### src/rtl/wifi_mac_hdr_parser.sv
`default_nettype none
// ============================================================================
//  Module      : wifi_mac_hdr_parser
//  Description : Decodes the MAC header of an 802.11 MPDU byte stream (FCS
//                already stripped) into registered fields, then forwards the
//                frame body on a valid/ready byte stream. Malformed or
//                oversize frames are flagged and drained.
//  Option      : define WIFI_HDR_QOS_CTRL_EN to parse the 2-byte QoS control
//                field of QoS data frames instead of forwarding it as body.
//  Revision    : 1.0 - initial release
// ============================================================================
module wifi_mac_hdr_parser #(
   parameter int MAX_PAYLOAD = 2304,
   parameter int PLEN_W      = 12
) (
   input  logic              clk,
   input  logic              rst,
   input  logic [7:0]        s_data,
   input  logic              s_valid,
   input  logic              s_last,
   output logic              s_ready,
   output logic [7:0]        m_data,
   output logic              m_valid,
   output logic              m_last,
   input  logic              m_ready,
   output logic              hdr_valid,
   output logic [1:0]        fc_proto,
   output logic [1:0]        fc_type,
   output logic [3:0]        fc_subtype,
   output logic [7:0]        fc_flags,
   output logic [15:0]       duration,
   output logic [47:0]       addr1,
   output logic [47:0]       addr2,
   output logic [47:0]       addr3,
   output logic [47:0]       addr4,
   output logic [15:0]       seq_ctrl,
   output logic [15:0]       qos_ctrl,
   output logic [PLEN_W-1:0] pay_len,
   output logic              frame_done,
   output logic              hdr_err,
   output logic              len_err
);

   typedef enum logic [3:0] {
      ST_FC0  = 4'd0,
      ST_FC1  = 4'd1,
      ST_DUR  = 4'd2,
      ST_A1   = 4'd3,
      ST_A2   = 4'd4,
      ST_A3   = 4'd5,
      ST_SEQ  = 4'd6,
      ST_A4   = 4'd7,
`ifdef WIFI_HDR_QOS_CTRL_EN
      ST_QOS  = 4'd8,
`endif
      ST_BODY = 4'd9,
      ST_DROP = 4'd10
   } state_t;

   // Body count just before the final allowed byte
   localparam logic [PLEN_W-1:0] c_MAX_M1 = PLEN_W'(MAX_PAYLOAD - 1);

   state_t              r_state;
   state_t              w_state_nxt;
   state_t              w_hdr_after;
   state_t              w_after_addr;
   logic [2:0]          r_idx;
   logic [2:0]          w_idx_nxt;

   logic [1:0]          r_fc_proto;
   logic [1:0]          r_fc_type;
   logic [3:0]          r_fc_subtype;
   logic [7:0]          r_fc_flags;
   logic [15:0]         r_duration;
   logic [47:0]         r_addr1;
   logic [47:0]         r_addr2;
   logic [47:0]         r_addr3;
   logic [47:0]         r_addr4;
   logic [15:0]         r_seq_ctrl;
   logic [PLEN_W-1:0]   r_pay_len;
   logic                r_hdr_valid;
   logic                r_frame_done;
   logic                r_hdr_err;
   logic                r_len_err;
   logic                r_proto_bad;

   logic                w_s_ready;
   logic                w_m_valid;
   logic                w_m_last;
   logic [7:0]          w_m_data;
   logic                w_xfer;
   logic                w_field_end;
   logic                w_ctrl;
   logic                w_at_max;
   logic                w_set_hv;
   logic                w_set_done;
   logic                w_set_herr;
   logic                w_set_lerr;

   assign w_ctrl   = (r_fc_type == 2'b01);
   assign w_at_max = (r_pay_len == c_MAX_M1);

   // Decide which header field follows the current one (ST_BODY = header complete)
   always_comb begin
      w_field_end  = 1'b1;
      w_after_addr = ST_BODY;
`ifdef WIFI_HDR_QOS_CTRL_EN
      if ((r_fc_type == 2'b10) && r_fc_subtype[3]) begin
         w_after_addr = ST_QOS;
      end
`endif
      w_hdr_after = ST_BODY;
      case (r_state)
         ST_FC0: w_hdr_after = ST_FC1;
         ST_FC1: w_hdr_after = ST_DUR;
         ST_DUR: begin
            w_field_end = (r_idx == 3'd1);
            w_hdr_after = ST_A1;
         end
         ST_A1: begin
            w_field_end = (r_idx == 3'd5);
            if (w_ctrl && ((r_fc_subtype == 4'b1100) || (r_fc_subtype == 4'b1101))) begin
               w_hdr_after = ST_BODY;
            end else begin
               w_hdr_after = ST_A2;
            end
         end
         ST_A2: begin
            w_field_end = (r_idx == 3'd5);
            if (w_ctrl) begin
               w_hdr_after = ST_BODY;
            end else begin
               w_hdr_after = ST_A3;
            end
         end
         ST_A3: begin
            w_field_end = (r_idx == 3'd5);
            w_hdr_after = ST_SEQ;
         end
         ST_SEQ: begin
            w_field_end = (r_idx == 3'd1);
            if (r_fc_flags[1:0] == 2'b11) begin
               w_hdr_after = ST_A4;
            end else begin
               w_hdr_after = w_after_addr;
            end
         end
         ST_A4: begin
            w_field_end = (r_idx == 3'd5);
            w_hdr_after = w_after_addr;
         end
`ifdef WIFI_HDR_QOS_CTRL_EN
         ST_QOS: begin
            w_field_end = (r_idx == 3'd1);
            w_hdr_after = ST_BODY;
         end
`endif
         default: w_hdr_after = ST_BODY;
      endcase
   end

   // Next-state, byte index, handshake and event-pulse decode
   always_comb begin
      w_state_nxt = r_state;
      w_idx_nxt   = r_idx;
      w_set_hv    = 1'b0;
      w_set_done  = 1'b0;
      w_set_herr  = 1'b0;
      w_set_lerr  = 1'b0;
      w_s_ready   = 1'b1;
      w_m_valid   = 1'b0;
      w_m_last    = 1'b0;
      w_m_data    = 8'h00;
      if (r_state == ST_BODY) begin
         w_s_ready = m_ready;
         w_m_valid = s_valid;
         w_m_data  = s_data;
         w_m_last  = s_last || w_at_max;
      end
      w_xfer = s_valid && w_s_ready;
      if (w_xfer) begin
         case (r_state)
            ST_BODY: begin
               if (s_last) begin
                  w_set_done  = 1'b1;
                  w_state_nxt = ST_FC0;
               end else if (w_at_max) begin
                  w_set_lerr  = 1'b1;
                  w_state_nxt = ST_DROP;
               end
            end
            ST_DROP: begin
               if (s_last) begin
                  w_set_done  = 1'b1;
                  w_set_herr  = r_proto_bad;
                  w_state_nxt = ST_FC0;
               end
            end
            default: begin
               w_idx_nxt = w_field_end ? 3'd0 : (r_idx + 3'd1);
               if ((r_state == ST_FC0) && (s_data[1:0] != 2'b00)) begin
                  // Unsupported protocol version: drain the rest of the frame
                  if (s_last) begin
                     w_set_herr  = 1'b1;
                     w_set_done  = 1'b1;
                     w_state_nxt = ST_FC0;
                  end else begin
                     w_state_nxt = ST_DROP;
                  end
               end else if (w_field_end && (w_hdr_after == ST_BODY)) begin
                  w_set_hv = 1'b1;
                  if (s_last) begin
                     w_set_done  = 1'b1;
                     w_state_nxt = ST_FC0;
                  end else begin
                     w_state_nxt = ST_BODY;
                  end
               end else if (s_last) begin
                  // Frame ended inside the header
                  w_set_herr  = 1'b1;
                  w_set_done  = 1'b1;
                  w_idx_nxt   = 3'd0;
                  w_state_nxt = ST_FC0;
               end else if (w_field_end) begin
                  w_state_nxt = w_hdr_after;
               end
            end
         endcase
      end
   end

   // State and byte-index register
   always_ff @(posedge clk) begin
      if (rst) begin
         r_state <= ST_FC0;
         r_idx   <= 3'd0;
      end else begin
         r_state <= w_state_nxt;
         r_idx   <= w_idx_nxt;
      end
   end

   // Header field capture (little-endian), body length count and event pulses
   always_ff @(posedge clk) begin
      if (rst) begin
         r_fc_proto   <= 2'd0;
         r_fc_type    <= 2'd0;
         r_fc_subtype <= 4'd0;
         r_fc_flags   <= 8'd0;
         r_duration   <= 16'd0;
         r_addr1      <= 48'd0;
         r_addr2      <= 48'd0;
         r_addr3      <= 48'd0;
         r_addr4      <= 48'd0;
         r_seq_ctrl   <= 16'd0;
         r_pay_len    <= '0;
         r_hdr_valid  <= 1'b0;
         r_frame_done <= 1'b0;
         r_hdr_err    <= 1'b0;
         r_len_err    <= 1'b0;
         r_proto_bad  <= 1'b0;
      end else begin
         r_hdr_valid  <= w_set_hv;
         r_frame_done <= w_set_done;
         r_hdr_err    <= w_set_herr;
         r_len_err    <= w_set_lerr;
         if (w_xfer) begin
            case (r_state)
               ST_FC0: begin
                  r_fc_proto   <= s_data[1:0];
                  r_fc_type    <= s_data[3:2];
                  r_fc_subtype <= s_data[7:4];
                  r_proto_bad  <= (s_data[1:0] != 2'b00);
                  r_pay_len    <= '0;
               end
               ST_FC1:  r_fc_flags <= s_data;
               ST_DUR:  r_duration[{r_idx[0], 3'b000} +: 8] <= s_data;
               ST_A1:   r_addr1[{r_idx, 3'b000} +: 8] <= s_data;
               ST_A2:   r_addr2[{r_idx, 3'b000} +: 8] <= s_data;
               ST_A3:   r_addr3[{r_idx, 3'b000} +: 8] <= s_data;
               ST_SEQ:  r_seq_ctrl[{r_idx[0], 3'b000} +: 8] <= s_data;
               ST_A4:   r_addr4[{r_idx, 3'b000} +: 8] <= s_data;
               ST_BODY: r_pay_len <= r_pay_len + 1'b1;
               default: ;
            endcase
         end
      end
   end

`ifdef WIFI_HDR_QOS_CTRL_EN
   logic [15:0] r_qos_ctrl;

   // QoS control capture for QoS data frames
   always_ff @(posedge clk) begin
      if (rst) begin
         r_qos_ctrl <= 16'd0;
      end else if (w_xfer && (r_state == ST_QOS)) begin
         r_qos_ctrl[{r_idx[0], 3'b000} +: 8] <= s_data;
      end
   end

   assign qos_ctrl = r_qos_ctrl;
`else
   assign qos_ctrl = 16'h0000;
`endif

   assign s_ready    = w_s_ready;
   assign m_data     = w_m_data;
   assign m_valid    = w_m_valid;
   assign m_last     = w_m_last;
   assign hdr_valid  = r_hdr_valid;
   assign fc_proto   = r_fc_proto;
   assign fc_type    = r_fc_type;
   assign fc_subtype = r_fc_subtype;
   assign fc_flags   = r_fc_flags;
   assign duration   = r_duration;
   assign addr1      = r_addr1;
   assign addr2      = r_addr2;
   assign addr3      = r_addr3;
   assign addr4      = r_addr4;
   assign seq_ctrl   = r_seq_ctrl;
   assign pay_len    = r_pay_len;
   assign frame_done = r_frame_done;
   assign hdr_err    = r_hdr_err;
   assign len_err    = r_len_err;

endmodule
`default_nettype wire

### config.mk
export PLATFORM = sky130hd
export DESIGN_NAME = wifi_mac_hdr_parser
export DESIGN_NICKNAME = d
export VERILOG_FILES = /design/src/rtl/wifi_mac_hdr_parser.sv
export SDC_FILE = /design/constraint.sdc
export NUM_CORES = 1
export LEC_CHECK = 0
export BUFFER_PORTS_ARGS = -buffer_cell sky130_fd_sc_hd__buf_2
export CORE_MARGIN = 1
export CORE_UTILIZATION = 55
export DETAILED_ROUTE_END_ITERATION = 10
export GPL_TIMING_DRIVEN = 1
export PLACE_DENSITY = 0.8
export SLEW_MARGIN = 20
export SYNTH_ARGS = -nofsm -noshare
export SYNTH_HDL_FRONTEND = slang
export SYNTH_SLANG_ARGS = --single-unit
### constraint.sdc
create_clock -name clk -period 4.5 [get_ports clk]
set_input_delay 0.45 -clock clk [delete_from_list [all_inputs] [get_ports clk]]
set_output_delay 0.45 -clock clk [all_outputs]
set_load 0.1 [all_outputs]
* Word level (Yosys, flattened, before mapping) *
Cells that the tools add are included.

word-level totals
  word-level logic and storage cells = 112
  flip-flop bits (word level) = 264
  output and inout bits = 283
  bits of input ports = 13

cells by class
  $add $sub $neg = 4
  multiplexer cells = 37
  shifts and indexed selects = 4
  equal/unequal tests = 19
  reduce and logical (&&, ||, !) cells = 27
  bitwise gates (word level) = 3

operators by type and width
  cell                    number
  $bwmux 48               4
  $mux 4                  12
  $shift 8x8->48 const A  1
  $shiftx 8x8->48         1
  $bwmux 16               2
  $pmux 4 s7              1
  $pmux 12 s2             1
  $eq 4x4->1 const B      5
  $reduce_and 2->1        10
  $eq 4x3->1 const B      4
  $shift 8x6->16 const A  1
  $shiftx 8x6->16         1
  $add 12x1->12 const B   1
  $eq 12x12->1 const B    1
  $mux 3                  4
  $mux 1                  9
  $eq 4x2->1 const B      2
  $mux 8                  1
  $neg 6->8               1
  $pmux 4 s2              1
  $reduce_or 4->1         2
  $neg 4->6               1
  $reduce_or 2->1         3
  $reduce_bool 5->1       1
  16 further kinds        24

* Depth between registers and ports, before layout *
  word-level depth = 10
  mapped depth = 11
  gate-level depth less buffers = 8

* Least setup slack after synthesis *
OpenSTA, ideal clock, no wires.

  path kind = register to output
  start = reg r_pay_len[1], in the netlist pay_len[1]
  end = out m_last
  setup slack = 964 ps
  data arrival time = 3,086 ps
  path buffers = 0
  stages on the path, launching flop included = 6
  cell sequence = dfxtp_1 ha_1 nand3_1 nor4_1 nor2_1 nor2_1

on the way
  cells in the longest elaborated chain, start to end = 3

ends and longest elaborated chain
  what                    line  text
  start, declared         80    logic [PLEN_W-1:0] r_pay_len;
  start signal, assigned  283   ST_BODY: r_pay_len <= r_pay_len + 1'b1;
  $eq 12x12->1            101   assign w_at_max = (r_pay_len == c_MAX_M1);
  $logic_or 1x1->1        178   w_m_last = s_last || w_at_max;
  $mux 1                  174   if (r_state == ST_BODY) begin
  end, declared           24    output logic m_last,

Every way passes these cells.

* Worst setup path after layout *
  start = reg r_idx[0]
  end = reg r_addr3[38], in the netlist addr3[38]

on the way
  cells in the longest elaborated chain, start to end = 3

ends and longest elaborated chain
  what                                                      line  text
  start, declared                                           67    logic [2:0] r_idx;
  start signal, assigned                                    239   r_idx <= w_idx_nxt;
  $neg 6->8 (*)                                             280   ST_A3: r_addr3[{r_idx, 3'b000} +: 8] <= s_data;
  $shiftx 8x8->48 / $shift 8x8->48 (equally long branches)  280
  $bwmux 48 (*)                                             280
  end signal, assigned by index                             280
  end, declared                                             77    logic [47:0] r_addr3;

Every way passes the cells marked *; elsewhere a longest branch is shown, timed or not.
A chain may end at the register's enable or synchronous reset.

==> out/metrics.sh <==
CTS_TREE='yes'
PD_CELLS_nW_PER_UM2=388.6
YOSYSUNIQUECELLTYPES=59
FINALNETCOUNT=1378
FINAL_UTIL=0.6831
CTS_RESIZED=0
ROUTE.DETAILED.DRC=0
YOSYSWARNINGS=0
WORSTSETUPENDPOINT='addr3[38]'
GRT-OVFL-TOTAL=0
FINALWORSTPATHREQUIREDPERIOD_NS=3.520
IO_BUFFER_COUNT=279
WIRE_PER_INST_UM=18.02
OVERALL_GLOBAL_ROUTING_USAGE=0.2856
POST_SYNTH_XOR_AREA_FRACTION=0.006609
INSTANCES_NO_FILL=1611
AREAGROWTHSYNTHTOFINISH_PCT=20.93
WORST-SLEW-PIN-TRANSITION_NS=1.018
REGTOREGENDPOINT='addr3[38]'
PLACE.DETAILED.INSTANCES=1564
IOPINCOUNT=296
CP-START-KIND='flop'
OUTCOME='completed'
CLK_PATH_BUF_DEPTH=3
REG2REG_DEPTH=8
SYNTH-COMPOUND-AREA-SHARE=0.04910
PLACE_AREA_UM2=11910
MAXSLEWVIOLCOUNT=0
SHARE_OF_CELL_AREA_TAKEN_BY_MUXES_AFTER_SYNTHESIS=0.1826
NUMCTSBUFFERS=28
FIRST_DRT_PASS_ITERATION_COUNT=5
SYNTH_TOP_CELL_BY_AREA='sky130_fd_sc_hd__dfxtp_1'
DRV.MAX_CAP_VIOLATION_COUNT=0
FINALCLOCKSKEW_NS=0.02349
DETAIL_ROUTE.VIAS_PER_CELL=5.456
POST-ROUTE-PERIOD-UTIL=0.7823
DETAILEDROUTE.FIRSTITERATIONVIOLATIONS=602
REG2REG_SLACK_NS=0.98
CRITPATHMOSTFREQUENTCELL='sky130_fd_sc_hd__ha_1'
YOSYSTOPAREACELLSHARE=0.4985
PLACE_HPWL_MM=19.27
GPL.FINAL_WEIGHTED_CONGESTION=0.8884
SYNTH_ADDER_AREA_SHARE=0.005901
START_UTIL=0.5649
VIA_COUNT_OF_THE_FIRST_GLOBAL_ROUTING_PASS=8097
HIGHEST_CLOCK_RATE_MHz=284.1
REPORT.POWER.TOTAL_mW=4.982
REQUIRED_TIME_AT_THE_ENDPOINT_OF_THE_CRITICAL_PATH_NS=4.91
ANTENNA_DIODE_INSTANCE_COUNT=0
DIE_WIDTH_UM=140.8
PATH_CLK_SLEW_NS=0.06
LAYOUT.CELL_AREA.NON_FILLER_UM2=12820
REPORT.FINAL.SETUP_VIOL=0
DRIVE_ABOVE_1_SHARE=0.2571
GRT_MAX_DEGREE=138
NUM-FILL-CELLS=1474
LEVEL_COUNT_OF_THE_CLOCK_H_TREE=1
ANT_NETS=0
SYN-INSTANCE-COUNT=1131
R2R-START='r_idx[0]'
AREA_SHARE_OF_AND_OR_NAND_NOR_CELLS_AFTER_SYNTHESIS=0.2095
HOLD_SLACK_NS=0.2076
CRITICAL_PATH.SLOWEST_CELL='sky130_fd_sc_hd__or4_1'
SYNTH_ENABLE_FLOP_CELLS=0
SYNTH_AREA_UM2=10600
DRT-TOTAL-WL_MM=29.03
PRE_CTS_WS_NS=1.084
YS_SEQ_AREA_FRAC=0.4985
IRDROPWORSTVDD_mV=0.2779
FP.DIEAREA_UM2=19830
MAX_STAGE_DELAY_NS=0.82
MAX-SLEW-MARGIN-REL=0.3215
CTS_HOLD_BUF=0
CHIP_HEIGHT_UM=140.8
SYNTH-ASYNC-RESET-RATIO=0
CRIT_START='r_idx[0]'
CLOCK_TREE.ROOT_CELL='sky130_fd_sc_hd__clkbuf_16'
WORSTSETUPPATHTYPE='reg -> reg'
POST_SYNTH.CELL_AREA_AVG_UM2=9.373
FINAL.SETUP.WORST_SLACK_NS=0.9797
WORST_EP_ARRIVAL_TIME_NS=3.93
NUMBER_OF_SYNTHESIZED_REGISTER_BITS=264
POST_CTS_BUFFERS=0
CRITPATHCAPTURETYPE='flop'
CRITICAL_PATH.CELL_CHAIN='inv_1 > ha_1 > ha_1 > nand2b_1 > or4_1 > nor2_4 > mux2i_1 > nor2_1'
DOMINANT_COMBINATIONAL_CELL_FAMILY_BY_AREA_AFTER_SYNTHESIS='simple AND/OR/NAND/NOR gates'
HOLD_VIOL_FINAL=0
NUM_ROWS=50
HOLD_CLASS='in -> reg'
SETUP_TNS_NS=0
YS_TOP_CELLS_BY_AREA='sky130_fd_sc_hd__dfxtp_1, sky130_fd_sc_hd__mux2i_1, sky130_fd_sc_hd__nor2_1, sky130_fd_sc_hd__a21oi_1, sky130_fd_sc_hd__nand2_1'
TOTAL_LEAKAGE_POWER_nW=5.933
WORST_SKEW_PAIR.LATE_LATENCY_NS=0.54
RSZ_0062_RAISED_AFTER_GLOBAL_ROUTING='false'
DR_TOTAL_VIAS=8790
YOSYS_MOST_USED_DFF='sky130_fd_sc_hd__dfxtp_1'
COREAREA_UM2=18770
TRITONCTS_NUM_SINKS=264
ANTENNA_VIOLATIONS_BEFORE_REPAIR=0
WORST-PATH-MAX-FANOUT=23
GRT_FIRST_PASS_WIRELENGTH_MM=44.64
cell usage in the layout, fill, tap and decap left out, types with 9 or more instances in the layout:
cell	n
sky130_fd_sc_hd__nand3_1	59
sky130_fd_sc_hd__a21oi_1	60
sky130_fd_sc_hd__nand2_1	80
sky130_fd_sc_hd__clkbuf_16	29
sky130_fd_sc_hd__nand2b_1	9
sky130_fd_sc_hd__nor2_1	231
sky130_fd_sc_hd__buf_2	278
sky130_fd_sc_hd__mux2i_1	190
sky130_fd_sc_hd__dfxtp_1	264
sky130_fd_sc_hd__inv_1	9
sky130_fd_sc_hd__and2_1	20
sky130_fd_sc_hd__conb_1	16
final cells by class:
cell class | count | area [um^2] | area share
Clock buffer | 38 | 809.5 | 0.06315
Clock inverter | 9 | 98.84 | 0.007710
Inverter | 9 | 33.78 | 0.002635
Multi-Input combinational cell | 775 | 4875 | 0.3802
Sequential cell | 264 | 5285 | 0.4123
Tap cell | 234 | 292.8 | 0.02284
Timing Repair Buffer | 282 | 1425 | 0.1112
logic make-up after synthesis:
family                   after synthesis
flip-flops                           264
buffers and inverters                107
multiplexers                         193
XOR/XNOR                               8
adder cells (fa/ha/maj)                5
AND/OR/NAND/NOR                      463
other                                  1
AO/OA/AOI/OAI                         90
routing by layer:
layer / routed length (um) / track usage / vias up
li1: - / - / 4218
met4: 885 / 0.1064 / 0
met2: 13650 / 0.4687 / 374
met1: 12210 / 0.3641 / 4140
met3: 2276 / 0.06997 / 58
met5: 0 / 0 / -
worst max-delay path: cells and delay by family (launching register included):
family / cells / cell delay, ns
AND/OR/NAND/NOR: 4 / 1.56
adder cells (fa/ha/maj): 2 / 0.63
buffers and inverters: 1 / 0.20
multiplexers: 1 / 0.27
flip-flops: 1 / 0.72
how the worst min path moves through the flow:
stage,endpoint,slack [ns],cells after the start,startpoint
after floorplan,hdr_err,0.45,2,r_proto_bad
after global placement,addr3[14],0.44,2,addr3[14]
after detailed placement,addr2[7],0.44,2,addr2[7]
after CTS,pay_len[1],0.20,3,m_ready
after global routing,pay_len[1],0.25,3,m_ready
final,pay_len[1],0.21,3,m_ready
sequential cells by signal (all words and copies together) (netlist names), 2 cells and up:
name and count:
r_idx 3, fc_proto 2, fc_subtype 4, duration 16, pay_len 12, addr2 48, fc_flags 8, seq_ctrl 16
addr4 48, r_state 4, addr1 48, fc_type 2, addr3 48
where the power goes:
group	internal, mW	switching, mW	total (mW)
Combinational	0.0545	0.290	0.344
Sequential	2.35	0.0194	2.37
Clock	1.36	0.905	2.27
Total	3.77	1.21	4.98
Yosys cell counts, types with 5 or more instances:
cell	instances
sky130_fd_sc_hd__buf_1	8
sky130_fd_sc_hd__nor2_4	8
sky130_fd_sc_hd__or3_1	6
sky130_fd_sc_hd__dfxtp_1	264
sky130_fd_sc_hd__a21oi_1	60
sky130_fd_sc_hd__buf_2	14
sky130_fd_sc_hd__inv_1	9
sky130_fd_sc_hd__and2_1	20
sky130_fd_sc_hd__o21ai_0	7
sky130_fd_sc_hd__nand3_1	59
sky130_fd_sc_hd__ha_1	5
sky130_fd_sc_hd__nand2_1	80
sky130_fd_sc_hd__nor2_1	231
sky130_fd_sc_hd__nor3_1	9
sky130_fd_sc_hd__nand2b_1	9
sky130_fd_sc_hd__and3_1	6
sky130_fd_sc_hd__clkbuf_1	54
sky130_fd_sc_hd__buf_4	20
sky130_fd_sc_hd__mux2i_1	190
Note: power is estimated with default switching activity, not from simulation.
